$ cat config.mk
export PLATFORM = sky130hd
export DESIGN_NAME = cla_nibble_seq_ctrl
export DESIGN_NICKNAME = d
export VERILOG_FILES = /design/src/rtl/cla_nibble_seq_ctrl.sv
export SDC_FILE = /design/constraint.sdc
export NUM_CORES = 1
export LEC_CHECK = 0
export ABC_AREA = 1
export CAP_MARGIN = 25
export CORE_MARGIN = 2
export CORE_UTILIZATION = 53
export DETAILED_ROUTE_END_ITERATION = 8
export PLACE_DENSITY = 0.84
export SYNTH_ARGS = -nofsm -noshare
export SYNTH_HDL_FRONTEND = slang
export SYNTH_SLANG_ARGS = --single-unit
export TNS_END_PERCENT = 10
$ cat constraint.sdc
create_clock -name clk -period 5.3 [get_ports clk]
set_input_delay 0.53 -clock clk [delete_from_list [all_inputs] [get_ports clk]]
set_output_delay 0.53 -clock clk [all_outputs]
set_load 0.005 [all_outputs]
$ cat src/rtl/cla_nibble_seq_ctrl.sv
// cla_nibble_seq_ctrl: WIDTH-bit adder built from one 4-bit carry look-ahead
// slice, stepped one nibble per clock from the least-significant nibble up.
// The carry between nibbles is held in a register. Operands are captured on
// accept, and the result is reported with a one-cycle done pulse.

// Purely combinational 4-bit carry look-ahead slice. c3 is the carry into
// bit 3, which is needed to compute signed overflow on the top nibble.
module cla4_slice (
  input  logic [3:0] x,
  input  logic [3:0] y,
  input  logic       ci,
  output logic [3:0] s,
  output logic       co,
  output logic       c3
);
  logic [3:0] p;
  logic [3:0] g;
  logic       c1;
  logic       c2;

  assign p  = x ^ y;
  assign g  = x & y;
  assign c1 = g[0] | (p[0] & ci);
  assign c2 = g[1] | (p[1] & g[0]) | (p[1] & p[0] & ci);
  assign c3 = g[2] | (p[2] & g[1]) | (p[2] & p[1] & g[0]) | (p[2] & p[1] & p[0] & ci);
  assign co = g[3] | (p[3] & g[2]) | (p[3] & p[2] & g[1]) | (p[3] & p[2] & p[1] & g[0])
            | (p[3] & p[2] & p[1] & p[0] & ci);
  assign s  = p ^ {c3, c2, c1, ci};
endmodule

module cla_nibble_seq_ctrl #(
  parameter  int NIBBLES = 4,
  localparam int WIDTH   = 4 * NIBBLES
) (
  input  logic             clk,
  input  logic             rst,
  input  logic             start,
  input  logic [WIDTH-1:0] a,
  input  logic [WIDTH-1:0] b,
  input  logic             c_in,
  output logic             busy,
  output logic             done,
  output logic [WIDTH-1:0] sum,
  output logic             c_out,
  output logic             v
);
  // A single-nibble adder still needs a 1-bit index so the vectors stay legal.
  localparam int IDX_W = (NIBBLES > 1) ? $clog2(NIBBLES) : 1;
  localparam logic [IDX_W-1:0] LAST_IDX = IDX_W'(NIBBLES - 1);

  typedef enum logic [1:0] {
    IDLE = 2'd0,
    RUN  = 2'd1,
    DONE = 2'd2
  } state_t;

  state_t             state_q, state_d;
  logic [IDX_W-1:0]   idx_q, idx_d;
  logic               carry_q, carry_d;
  logic [WIDTH-1:0]   a_q, a_d;
  logic [WIDTH-1:0]   b_q, b_d;
  logic [WIDTH-1:0]   sum_q, sum_d;
  logic               c_out_q, c_out_d;
  logic               v_q, v_d;

  logic [3:0]         slice_x;
  logic [3:0]         slice_y;
  logic [3:0]         slice_s;
  logic               slice_co;
  logic               slice_c3;

  // The slice always looks at the nibble selected by the current index.
  assign slice_x = a_q[4*idx_q +: 4];
  assign slice_y = b_q[4*idx_q +: 4];

  cla4_slice u_slice (
    .x  (slice_x),
    .y  (slice_y),
    .ci (carry_q),
    .s  (slice_s),
    .co (slice_co),
    .c3 (slice_c3)
  );

  // Next-state logic: accept in IDLE/DONE, one nibble per cycle in RUN.
  always_comb begin
    state_d = state_q;
    idx_d   = idx_q;
    carry_d = carry_q;
    a_d     = a_q;
    b_d     = b_q;
    sum_d   = sum_q;
    c_out_d = c_out_q;
    v_d     = v_q;
    case (state_q)
      IDLE, DONE: begin
        if (start) begin
          a_d     = a;
          b_d     = b;
          carry_d = c_in;
          sum_d   = '0;
          c_out_d = 1'b0;
          v_d     = 1'b0;
          idx_d   = '0;
          state_d = RUN;
        end else begin
          state_d = IDLE;
        end
      end
      RUN: begin
        // start is deliberately ignored here; operands stay as captured.
        sum_d[4*idx_q +: 4] = slice_s;
        carry_d             = slice_co;
        idx_d               = idx_q + IDX_W'(1);
        if (idx_q == LAST_IDX) begin
          c_out_d = slice_co;
          v_d     = slice_c3 ^ slice_co;
          idx_d   = '0;
          state_d = DONE;
        end
      end
      default: state_d = IDLE;
    endcase
  end

  // State and datapath registers with synchronous reset.
  always_ff @(posedge clk) begin
    if (rst) begin
      state_q <= IDLE;
      idx_q   <= '0;
      carry_q <= 1'b0;
      a_q     <= '0;
      b_q     <= '0;
      sum_q   <= '0;
      c_out_q <= 1'b0;
      v_q     <= 1'b0;
    end else begin
      state_q <= state_d;
      idx_q   <= idx_d;
      carry_q <= carry_d;
      a_q     <= a_d;
      b_q     <= b_d;
      sum_q   <= sum_d;
      c_out_q <= c_out_d;
      v_q     <= v_d;
    end
  end

  // Status is a decode of the state register only, so no input reaches an output.
  assign busy  = (state_q == RUN);
  assign done  = (state_q == DONE);
  assign sum   = sum_q;
  assign c_out = c_out_q;
  assign v     = v_q;

endmodule

Word-level counts from Yosys, hierarchy flattened
Index checks and enable logic that the tools add are counted.
Widths: inputs -> output; s select.
Word-level totals
  bits in registers: 55
  input bits: 36
  output and inout bits: 20
  logic and storage cells: 71
Cells by class
  $add $sub $neg: 2
  equality and inequality tests: 5
  shift operators: 4
  multiplexer cells: 16
  bitwise gates (word level): 30
  reduce and logical (&&, ||, !) cells: 6
Operators with widths (count)
  $neg 4->34: 1
  $shift 4x34->16 const A: 1
  $shiftx 4x34->16: 1
  $pmux 16 s2: 1
  $shiftx 16x5->4: 2
  $and 1x1->1: 16
  $bwmux 16: 1
  $mux 16: 1
  $or 1x1->1: 10
  $pmux 2 s2: 2
  $xor 4x4->4: 2
  $mux 2: 3
  $pmux 1 s2: 3
  $mux 1: 5
  $and 4x4->4: 1
  $eq 2x2->1 const B: 2
  $reduce_and 2->1: 2
  $reduce_and 3->1: 1
  $add 2x1->2 const B: 1
  $eq 2x1->1 const B: 1
  $logic_not 2->1: 1
  $ne 2x1->1 const B: 1
  $ne 2x2->1 const B: 1
  $reduce_bool 2->1: 1
  other kinds (2): 2

Longest topological paths before layout
Gate-level depths: netlist (run 1).
  word-level depth: 10
  depth in mapped cells: 13
  gate-level depth less buffers: 12

By module
From an unflattened synthesis (run 1), not the netlist that was laid out.
Unflattened totals
  cell total of the unflattened synthesis: 354
  area total of the unflattened synthesis: 2590.0 um^2
By module, submodules not included
  cla_nibble_seq_ctrl: times used 1, cells each 323, area an instance 2396.0 um^2, sequential area each 1101.1 um^2
  cla4_slice: times used 1, cells each 31, area an instance 193.9 um^2, sequential area each 0.0 um^2

Least setup slack after synthesis (run 1)
No wires, ideal clock.
  kind: flip-flop to flip-flop
  start: register idx_q[0]
  end: register sum_q[15] (netlist: sum[15])
  setup time: 0.132 ns
  data arrival time: 1.853 ns
  required time: 5.168 ns
  path slack: 3.314 ns
  stages on the path, launching flop included: 13
  path buffers: 1
  clock period less this slack: 1.986 ns
  path through: dfxtp_1 inv_1 clkbuf_1 nor2_1 o22ai_1 ha_1 or2_0 nand2_1 nand2_2 nand2_1 nand2_1 nand4_1 a21oi_1
Between the ends
  cells in the longest elaborated chain, start to end: 10
  elaborated cells on any way between the ends: 25
  those cells by class: 1 x add/sub; 4 x shift; 2 x mux; 18 x bitwise
RTL lines
  from (decl): line 58  | logic [IDX_W-1:0] idx_q, idx_d;
  from (signal assigned): line 139  | idx_q <= idx_d;
  $shiftx 16x5->4, on equally long branches: line 73, 74
  $xor 4x4->4 or $and 4x4->4 (tied branches): line 21, 22
  $and 1x1->1: line 25  | assign c3 = g[2] | (p[2] & g[1]) | (p[2] & p[1] & g[0]) | (p[2] & p[1] & p[0] & ci);
  $or 1x1->1 or $and 1x1->1 (tied branches) (2 in series): line 25
  $or 1x1->1: line 25
  $xor 4x4->4: line 28  | assign s = p ^ {c3, c2, c1, ci};
  $shiftx 4x34->16: line 112  | sum_d[4*idx_q +: 4] = slice_s;
  $bwmux 16 (*): line 112
  $pmux 16 s2 (*): line 95  | case (state_q)
  to (signal assigned): line 143  | sum_q <= sum_d;
  to (decl): line 62  | logic [WIDTH-1:0] sum_q, sum_d;
Every way passes the cells marked *; elsewhere a longest branch is shown, timed or not.
A chain may end at the register's enable or synchronous reset.

Worst setup path after layout (run 1)
Same ends and word-level chain as after synthesis.

==> results of run 1 <==
==> where the power goes <==
part / internal (mW) / switching (mW)
Sequential: 0.439 / 0.0203
Clock: 0.153 / 0.130
Combinational: 0.0784 / 0.110
Total: 0.671 / 0.260
==> cells in the mapped netlist <==
cell and n:
inv_4 1, a21oi_2 1, inv_1 11, a21oi_1 22
xor2_1 1, clkbuf_1 10, nor2_4 1, dfxtp_1 55
o211ai_1 1, nand2_1 40, o21ai_1 1, o21ai_0 50
or2_0 1, nor2_1 88, nand2_2 3, ha_1 9
buf_2 7, a22oi_1 2, a31oi_1 1, buf_6 1
o22ai_1 8, nor4_2 1, inv_2 4, nor2_2 4
nand4_1 5, fa_1 1, nand3_1 7
==> cell families (layout without fill, tap and decap cells) <==
group	after synthesis	count (layout)	synth area share
simple gates	150	150	0.252
compound gates	86	86	0.184
flops	55	55	0.447
buf+inv	34	80	0.0595
fa+ha+maj	10	10	0.0539
xor+xnor	1	1	0.00356
==> final cells by class <==
class | count | share of cell area
multi-input cells | 247 | 0.390
flip-flops and latches | 55 | 0.353
repair buffers | 56 | 0.179
clock buffers | 6 | 0.0265
well taps | 52 | 0.0208
inverters | 16 | 0.0200
clock inverters | 2 | 0.0112
==> flip-flops by register name, indices dropped and copies added, names as in the netlist <==
| name | flops |
|---|---|
| a_q | 16 |
| b_q | 16 |
| c_out | 1 |
| carry_q | 1 |
| idx_q | 2 |
| state_q | 2 |
| sum | 16 |
| v | 1 |
==> final timing paths <==
| kind | startpoint | to | slack, ns | cells past startpoint |
|---|---|---|---|---|
| worst min register to register | sum[4] | sum[4] | 0.46 | 2 |
| worst min-delay path | sum[4] | sum[4] | 0.46 | 2 |
| worst max-delay path | idx_q[0] | sum[15] | 2.31 | 10 |
| worst max register to register | idx_q[0] | sum[15] | 2.31 | 10 |
==> layer usage <==
layer  share of wire  GRT usage  up-vias
li1                -          -     1201
met1            0.46      0.339     1068
met2            0.45      0.352       94
met3           0.072     0.0639        6
met4           0.013     0.0671        0
met5               0          0        -
==> metrics by stage <==
step	instances	utilization	setup WS, ns
2_1_floorplan	336	-	3.31
3_3_place_gp	426	0.681	2.52
3_5_place_dp	426	0.681	2.38
4_1_cts	434	0.707	2.36
5_1_grt	434	0.707	1.99
6_report	434	0.707	2.31
==> critical path, delay by kind of cell, from the launching register on <==
family / cells / cell delay, ns
buf+inv: 1 / 0.52
compound gates: 3 / 0.58
flops: 1 / 0.82
simple gates: 5 / 0.66
fa+ha+maj: 1 / 0.33
==> impl_metrics.json, run 1 <==
{
  "std_cell_rows": 24,
  "fin_crit_sh": 0.565,
  "syn_to_final_growth_pct": 26.8,
  "crit_slowest_cell": "dfxtp_1",
  "yosysTopAreaCell": "dfxtp_1",
  "tightest_slew_ns": 0.778,
  "fillers": 367,
  "cap_violations": 0,
  "crit_chain": "inv_1 > o21ai_0 > o22ai_1 > ha_1 > or2_0 > nand2_1 > nand3_1 > nand2_1 > nand4_1 > a21oi_1",
  "globalplace.congestion": 0.940,
  "finalSetupTns_ns": 0,
  "drcViolationCount": 0,
  "final_common_cell": "nor2_1",
  "core_area_um2": 4410,
  "worst-endpoint-arrival_ns": 3.22,
  "cts_hold_buf": 0,
  "timing.fmax_ghz": 0.334,
  "netlist.area_leader.share": 0.447,
  "finalHoldViolCount": 0,
  "critPathKind": "flip-flop to flip-flop",
  "diodes": 0,
  "io_pins": 56,
  "drive_above_1_share": 0.0654,
  "synthDistinctLibCells": 27,
  "cp_max_fo": 24,
  "synthCells": 336,
  "post_drt_wl_per_cell_um": 12.8,
  "seq_area_um2": 1100,
  "skew_ns": 0.00761,
  "start_kind": "flip-flop",
  "final_cell_mix": "nor2_1 (87), dfxtp_1 (55), clkdlybuf4s50_1 (55), o21ai_0 (50), nand2_1 (40)",
  "port_buffers": 55,
  "globalRouteOverflowTotal": 0,
  "power_uw": 930,
  "crit_path_frequent_cell": "nand2_1",
  "multi_input_area_um2": 1220,
  "critPathCaptureType": "flip-flop",
  "htreeDepth": 2,
  "p_leak_nw": 1.25,
  "clock_sinks": 55,
  "via_count": 2369,
  "grt_pass1_vias": 2106,
  "ir_drop_mv": 0.204,
  "relSlewSlack": 0.480,
  "dp_hpwl_um": 3960,
  "clk_path_buf_depth": 2,
  "placed_cell_area_um2": 3000,
  "grt_start_max_net_pins": 39,
  "ctsResizeCount": 0,
  "clk_pin_slew_ns": 0.09,
  "final_antenna_net_count": 0,
  "hold_class": "flip-flop to flip-flop",
  "synth_area_um2": 2460,
  "powerDensity_nw_per_um2": 298,
  "die_w_um": 72.2,
  "ys_seq_area_frac": 0.447,
  "post_cts_buffers": 0,
  "maxSlewViolCount": 0,
  "worstPathRequired_ns": 5.53,
  "slowest_delay_ns": 0.82,
  "min_period_ns": 2.99,
  "avgSynthCellArea_um2": 7.33,
  "clock_latency_ns": 0.31,
  "first_pass_iters": 5,
  "gr-usage-all-layers": 0.237,
  "dieArea_um2": 5210,
  "syn_nets": 382,
  "drt-initial-drc-count": 223,
  "grt_antenna_before_repair": 0,
  "status": "completed",
  "start_util": 0.558,
  "cts_buffers": 5,
  "wl_um": 5570,
  "ys_top_cells_by_area": "dfxtp_1 (45%), nor2_1 (13%), o21ai_0 (10%)",
  "yosysWarnings": 0,
  "viasPerCell": 5.46,
  "cts_tree": "done",
  "rsz0062_at_grt": "no",
  "setup_viol": 0,
  "grt_pass1_wl_um": 9740,
  "synth_seq_cells": 55,
  "die_h_um": 72.2,
  "clock-root-buffer": "clkbuf_8",
  "final_area_um2": 3120,
  "whs_ns": 0.464,
  "fin_nets": 427
}
Power figures use the tool's default switching activity.
==> inputs of run 2 (changes only) <==
Settings changed: CORE_UTILIZATION 53 to 45, PLACE_DENSITY 0.84 to 0.76.
Clock period 5.3 ns to 2.5 ns, I/O delays scaled along.
==> run 2 against run 1 <==
Register-to-register slack worse by 1.9 ns. Non-clock buffer count up 5. Sequential power up 110%. Routed wire length up 1.7%. Critical endpoint is now sum[5]. Largest power group unchanged. Highest routed layer unchanged.
==> impl_metrics.json, run 2 (synthesis results as in run 1) <==
{
  "maxSlewViolCount": 0,
  "final_area_um2": 3150,
  "ir_drop_mv": 0.256,
  "skew_ns": 0.00327,
  "finalHoldViolCount": 0,
  "htreeDepth": 2,
  "post_drt_wl_per_cell_um": 12.4,
  "globalplace.congestion": 0.889,
  "globalRouteOverflowTotal": 0,
  "regToRegSetupSlack_ns": 0.38,
  "final_cell_mix": "nor2_1 (87), clkdlybuf4s50_1 (55), dfxtp_1 (54), o21ai_0 (50), nand2_1 (40)",
  "wl_um": 5660,
  "final_antenna_net_count": 0,
  "port_buffers": 55,
  "fin_util": 0.606,
  "relSlewSlack": 0.653,
  "dp_hpwl_um": 4020,
  "finalSetupTns_ns": 0,
  "die_h_um": 78.0,
  "min_period_ns": 2.12,
  "viasPerCell": 5.16,
  "power_mw": 1.87,
  "fillers": 502,
  "clock-root-buffer": "clkbuf_8",
  "via_count": 2355,
  "grt_pass1_wl_um": 9980,
  "cp_max_fo": 12,
  "first_pass_iters": 4,
  "whs_ns": 0.467,
  "cts_buffers": 5,
  "grt_pass1_vias": 2254,
  "timing.fmax_ghz": 0.471,
  "core_area_um2": 5200,
  "syn_to_final_growth_pct": 28.0,
  "post_cts_buffers": 0,
  "diodes": 0,
  "std_cell_rows": 26,
  "critPathCaptureType": "flip-flop",
  "setup_ws_ns": 0.376,
  "drive_above_1_share": 0.0777,
  "cap_violations": 0,
  "tightest_slew_ns": 0.520,
  "p_leak_nw": 1.26,
  "start_util": 0.473,
  "dieArea_um2": 6080,
  "start_kind": "flip-flop",
  "r2r-end": "sum[5]",
  "powerDensity_nw_per_um2": 593,
  "critPathKind": "flip-flop to flip-flop",
  "setup_viol": 0,
  "placed_cell_area_um2": 3060,
  "status": "completed",
  "worst-endpoint-arrival_ns": 2.37,
  "final_cells": 456,
  "clk_pin_slew_ns": 0.09,
  "drcViolationCount": 0,
  "final_common_cell": "nor2_1",
  "io_pins": 56,
  "fin_nets": 432,
  "dp_slack_ns": 0.340,
  "clock_sinks": 55,
  "cts_tree": "done",
  "clock_latency_ns": 0.30,
  "reg2reg_from": "idx_q[1]",
  "placed_cells": 449,
  "fin_crit_sh": 0.850,
  "gr-usage-all-layers": 0.201,
  "grt_antenna_before_repair": 0,
  "hold_class": "flip-flop to flip-flop",
  "grt_start_max_net_pins": 38,
  "worstPathRequired_ns": 2.74,
  "die_w_um": 78.0,
  "reg2reg_depth": 9,
  "drt-initial-drc-count": 173,
  "rsz0062_at_grt": "no",
  "crit_start": "idx_q[1]",
  "cp-endpoint": "sum[5]",
  "clk_path_buf_depth": 2
}
run 2: cell count changes in the layout (fill, tap and decap cells not counted):
cell	previous run	this run
buf_4	1	6
bufinv_16	1	0
dfxtp_1	55	54
dfxtp_2	0	1
run 2: cell type report:
| cell class | count | area (um^2) | share of cell area |
|---|---|---|---|
| Clock inverter | 1 | 5.00 | 0.00159 |
| Multi-Input combinational cell | 247 | 1220 | 0.386 |
| Clock buffer | 6 | 82.6 | 0.0262 |
| Timing Repair Buffer | 61 | 596 | 0.189 |
| Inverter | 16 | 62.6 | 0.0198 |
| Sequential cell | 55 | 1100 | 0.350 |
| Tap cell | 70 | 87.6 | 0.0278 |
run 2: critical path: stages, from the launching register on:
cell     delay [ns]
dfxtp_2        0.43
inv_1          0.19
o21ai_0        0.13
o22ai_1        0.16
fa_1           0.43
xor2_1         0.27
nand2_1        0.08
nor2_1         0.16
a22oi_1        0.11
nor2_1         0.11
run 2: where the power goes:
part           switching [mW]  total (mW)  internal [mW]  leakage (nW)
clock                   0.270       0.487          0.218        0.0470
combinational           0.246       0.420          0.174         0.762
sequential             0.0322       0.964          0.931         0.452
total                   0.548        1.87           1.32          1.26
run 2: how the worst min path moves through the flow:
stage / from / end / slack, ns / cells past startpoint
floorplan: rst / carry_q / 0.32 / 1
global placement: sum[4] / sum[4] / 0.45 / 2
detailed placement: sum[0] / sum[0] / 0.46 / 2
CTS: sum[0] / sum[0] / 0.47 / 2
global route: sum[14] / sum[14] / 0.49 / 2
finish: sum[0] / sum[0] / 0.47 / 2
run 2: timing repair:
item,CTS,global route
resized for setup,0,1
hold buffers,0,0
setup endpoints to repair,0,1
run 2: per-layer routing:
layer	global-route usage	wire [um]	share of wire	vias to the layer above
met4	0.0649	72	0.013	0
met2	0.335	2680	0.47	79
met3	0.0419	362	0.064	6
li1	-	-	-	1202
met5	0	0	0	-
met1	0.259	2540	0.45	1068
==> inputs of run 3 (changes only) <==
Clock period 2.5 ns to 1.8 ns, I/O delays scaled along.
==> run 3 against run 2 <==
The run now ends with negative setup slack left. Utilization increased by 3.3 points. Via count increased by 0.81%. Clock-buffer cell count decreased by 1. Cell area increased by 5.4%. First-iteration DRC count increased by 6.4%. Clock skew increased by 0.0090 ns. Largest power group unchanged.
==> impl_metrics.json, run 3 (synthesis results as in run 1) <==
{
  "slowest_delay_ns": 0.38,
  "r2r-end": "sum[5]",
  "grt_pass1_wl_um": 10400,
  "reg2reg_from": "idx_q[0]",
  "htreeDepth": 2,
  "rsz0062_at_grt": "yes",
  "grt_start_max_net_pins": 35,
  "worst-endpoint-arrival_ns": 2.15,
  "min_period_ns": 1.90,
  "ir_drop_mv": 0.469,
  "fin_crit_sh": 1.06,
  "std_cell_rows": 26,
  "port_buffers": 55,
  "min_to": "a_q[6]",
  "clock_sinks": 55,
  "dp_slack_ns": -0.172,
  "grt_antenna_before_repair": 0,
  "met2_usage": 0.346,
  "powerDensity_nw_per_um2": 825,
  "cp_max_fo": 7,
  "critical_path_depth": 10,
  "viasPerCell": 5.07,
  "diodes": 0,
  "clk_path_buf_depth": 2,
  "min-delay-start": "a[6]",
  "clk_pin_slew_ns": 0.11,
  "relSlewSlack": 0.734,
  "dp_hpwl_um": 4270,
  "clkPwrFrac": 0.261,
  "setup_ws_ns": -0.103,
  "whs_ns": 0.434,
  "p_seq_frac": 0.491,
  "drcViolationCount": 0,
  "final_area_um2": 3320,
  "drive_above_1_share": 0.151,
  "critPathCaptureType": "flip-flop",
  "dieArea_um2": 6080,
  "top_usage_layer": "met2",
  "core_area_um2": 5200,
  "maxSlewViolCount": 0,
  "critPathKind": "flip-flop to flip-flop",
  "first_pass_iters": 4,
  "crit_slowest_cell": "dfxtp_4",
  "failed_checks": "negative setup slack",
  "p_int_mw": 1.89,
  "fin_nets": 443,
  "power_mw": 2.74,
  "combinationalPowerShare": 0.248,
  "switching_share": 0.310,
  "die_w_um": 78.0,
  "skew_ns": 0.0123,
  "reg2reg_depth": 10,
  "tightest_slew_ns": 0.399,
  "final_common_cell": "nor2_1",
  "p_leak_nw": 1.33,
  "cap_violations": 0,
  "grt_pass1_vias": 2279,
  "setup_viol": 15,
  "grt_use_met1": 0.292,
  "hold_class": "primary input to flip-flop",
  "worstPathRequired_ns": 2.05,
  "final_cell_mix": "nor2_1 (82), clkdlybuf4s50_1 (55), dfxtp_1 (53), nand2_1 (37), o21ai_0 (36)",
  "final_antenna_net_count": 0,
  "start_util": 0.473,
  "fin_util": 0.638,
  "globalplace.congestion": 0.934,
  "via_count": 2374,
  "syn_to_final_growth_pct": 35.0,
  "timing.fmax_ghz": 0.526,
  "fillers": 472,
  "crit_family": "flip-flops",
  "placed_cells": 459,
  "finalHoldViolCount": 0,
  "drt-initial-drc-count": 184,
  "grt_use_met3": 0.0395,
  "min_path_cells": 3,
  "cts_tree": "done",
  "cts_buffers": 5,
  "clock_latency_ns": 0.31,
  "die_h_um": 78.0,
  "start_kind": "flip-flop",
  "status": "finished with violations",
  "final_cells": 468,
  "path_buf_inv": 2,
  "post_drt_wl_per_cell_um": 12.7,
  "wl_um": 5940,
  "gr-usage-all-layers": 0.212,
  "io_pins": 56,
  "finalSetupTns_ns": -0.698,
  "crit_chain": "buf_6 > o21ai_1 > o22ai_1 > ha_1 > buf_4 > xor2_1 > nand2_1 > nor2_2 > a22oi_1 > nor2_1",
  "clock-root-buffer": "clkbuf_8",
  "placed_cell_area_um2": 3160,
  "p_sw_uw": 849,
  "globalRouteOverflowTotal": 0,
  "regToRegSetupSlack_ns": -0.10
}
[run 3: cell count changes in the layout (fill, tap and decap cells not counted), moves of 3 or more]
cell | previous run | this run
nor2_2 | 5 | 10
nand2_1 | 40 | 37
o21ai_1 | 1 | 13
nand2_2 | 3 | 6
buf_4 | 6 | 14
o21ai_0 | 50 | 36
nor2_1 | 87 | 82
[run 3: power groups by stage]
| stage | registers, mW | clock network [mW] | logic [mW] |
|---|---|---|---|
| floorplan | 1.35 | 0 | 0.394 |
| global placement | 1.37 | 0 | 0.613 |
| detailed placement | 1.37 | 0 | 0.623 |
| CTS | 1.34 | 0.728 | 0.657 |
| global route | 1.36 | 0.788 | 0.762 |
| finish | 1.35 | 0.715 | 0.681 |
[run 3: metal layers]
layer  part of all wire  up-vias
li1                   -     1227
met1               0.48     1074
met2               0.46       70
met3              0.058        3
met4             0.0032        0
met5                  0        -
[run 3: worst reg2reg max path: stages (launching register included)]
cell and delay, ns:
dfxtp_4 0.38, buf_6 0.14, o21ai_1 0.12, o22ai_1 0.10, ha_1 0.37, buf_4 0.16, xor2_1 0.17, nand2_1 0.09
nor2_2 0.12, a22oi_1 0.08, nor2_1 0.11
[run 3: how the worst max path moves through the flow]
stage | start | endpoint | slack, ns
after floorplan | idx_q[0] | sum[15] | -0.006
after global placement | idx_q[0] | sum[15] | -0.12
after detailed placement | idx_q[1] | sum[15] | -0.17
after CTS | idx_q[0] | sum[15] | -0.08
after global routing | idx_q[0] | sum[5] | -0.23
final | idx_q[0] | sum[5] | -0.10
[run 3: final cells by class]
type | instances | area, um^2 | area share
Clock buffer | 5 | 68.8 | 0.0207
Clock inverter | 3 | 27.5 | 0.00828
Inverter | 16 | 65.1 | 0.0196
Multi-Input combinational cell | 247 | 1270 | 0.381
Sequential cell | 55 | 1110 | 0.334
Tap cell | 70 | 87.6 | 0.0264
Timing Repair Buffer | 72 | 698 | 0.210
[run 3: repair_timing]
item | in CTS | in global routing
hold buffers | 0 | 0
setup buffers | 0 | 1
hold endpoints to repair | 0 | 0
pin swaps | 11 | 2
endpoints found under the setup margin | 17 | 18
resized for setup | 25 | 8
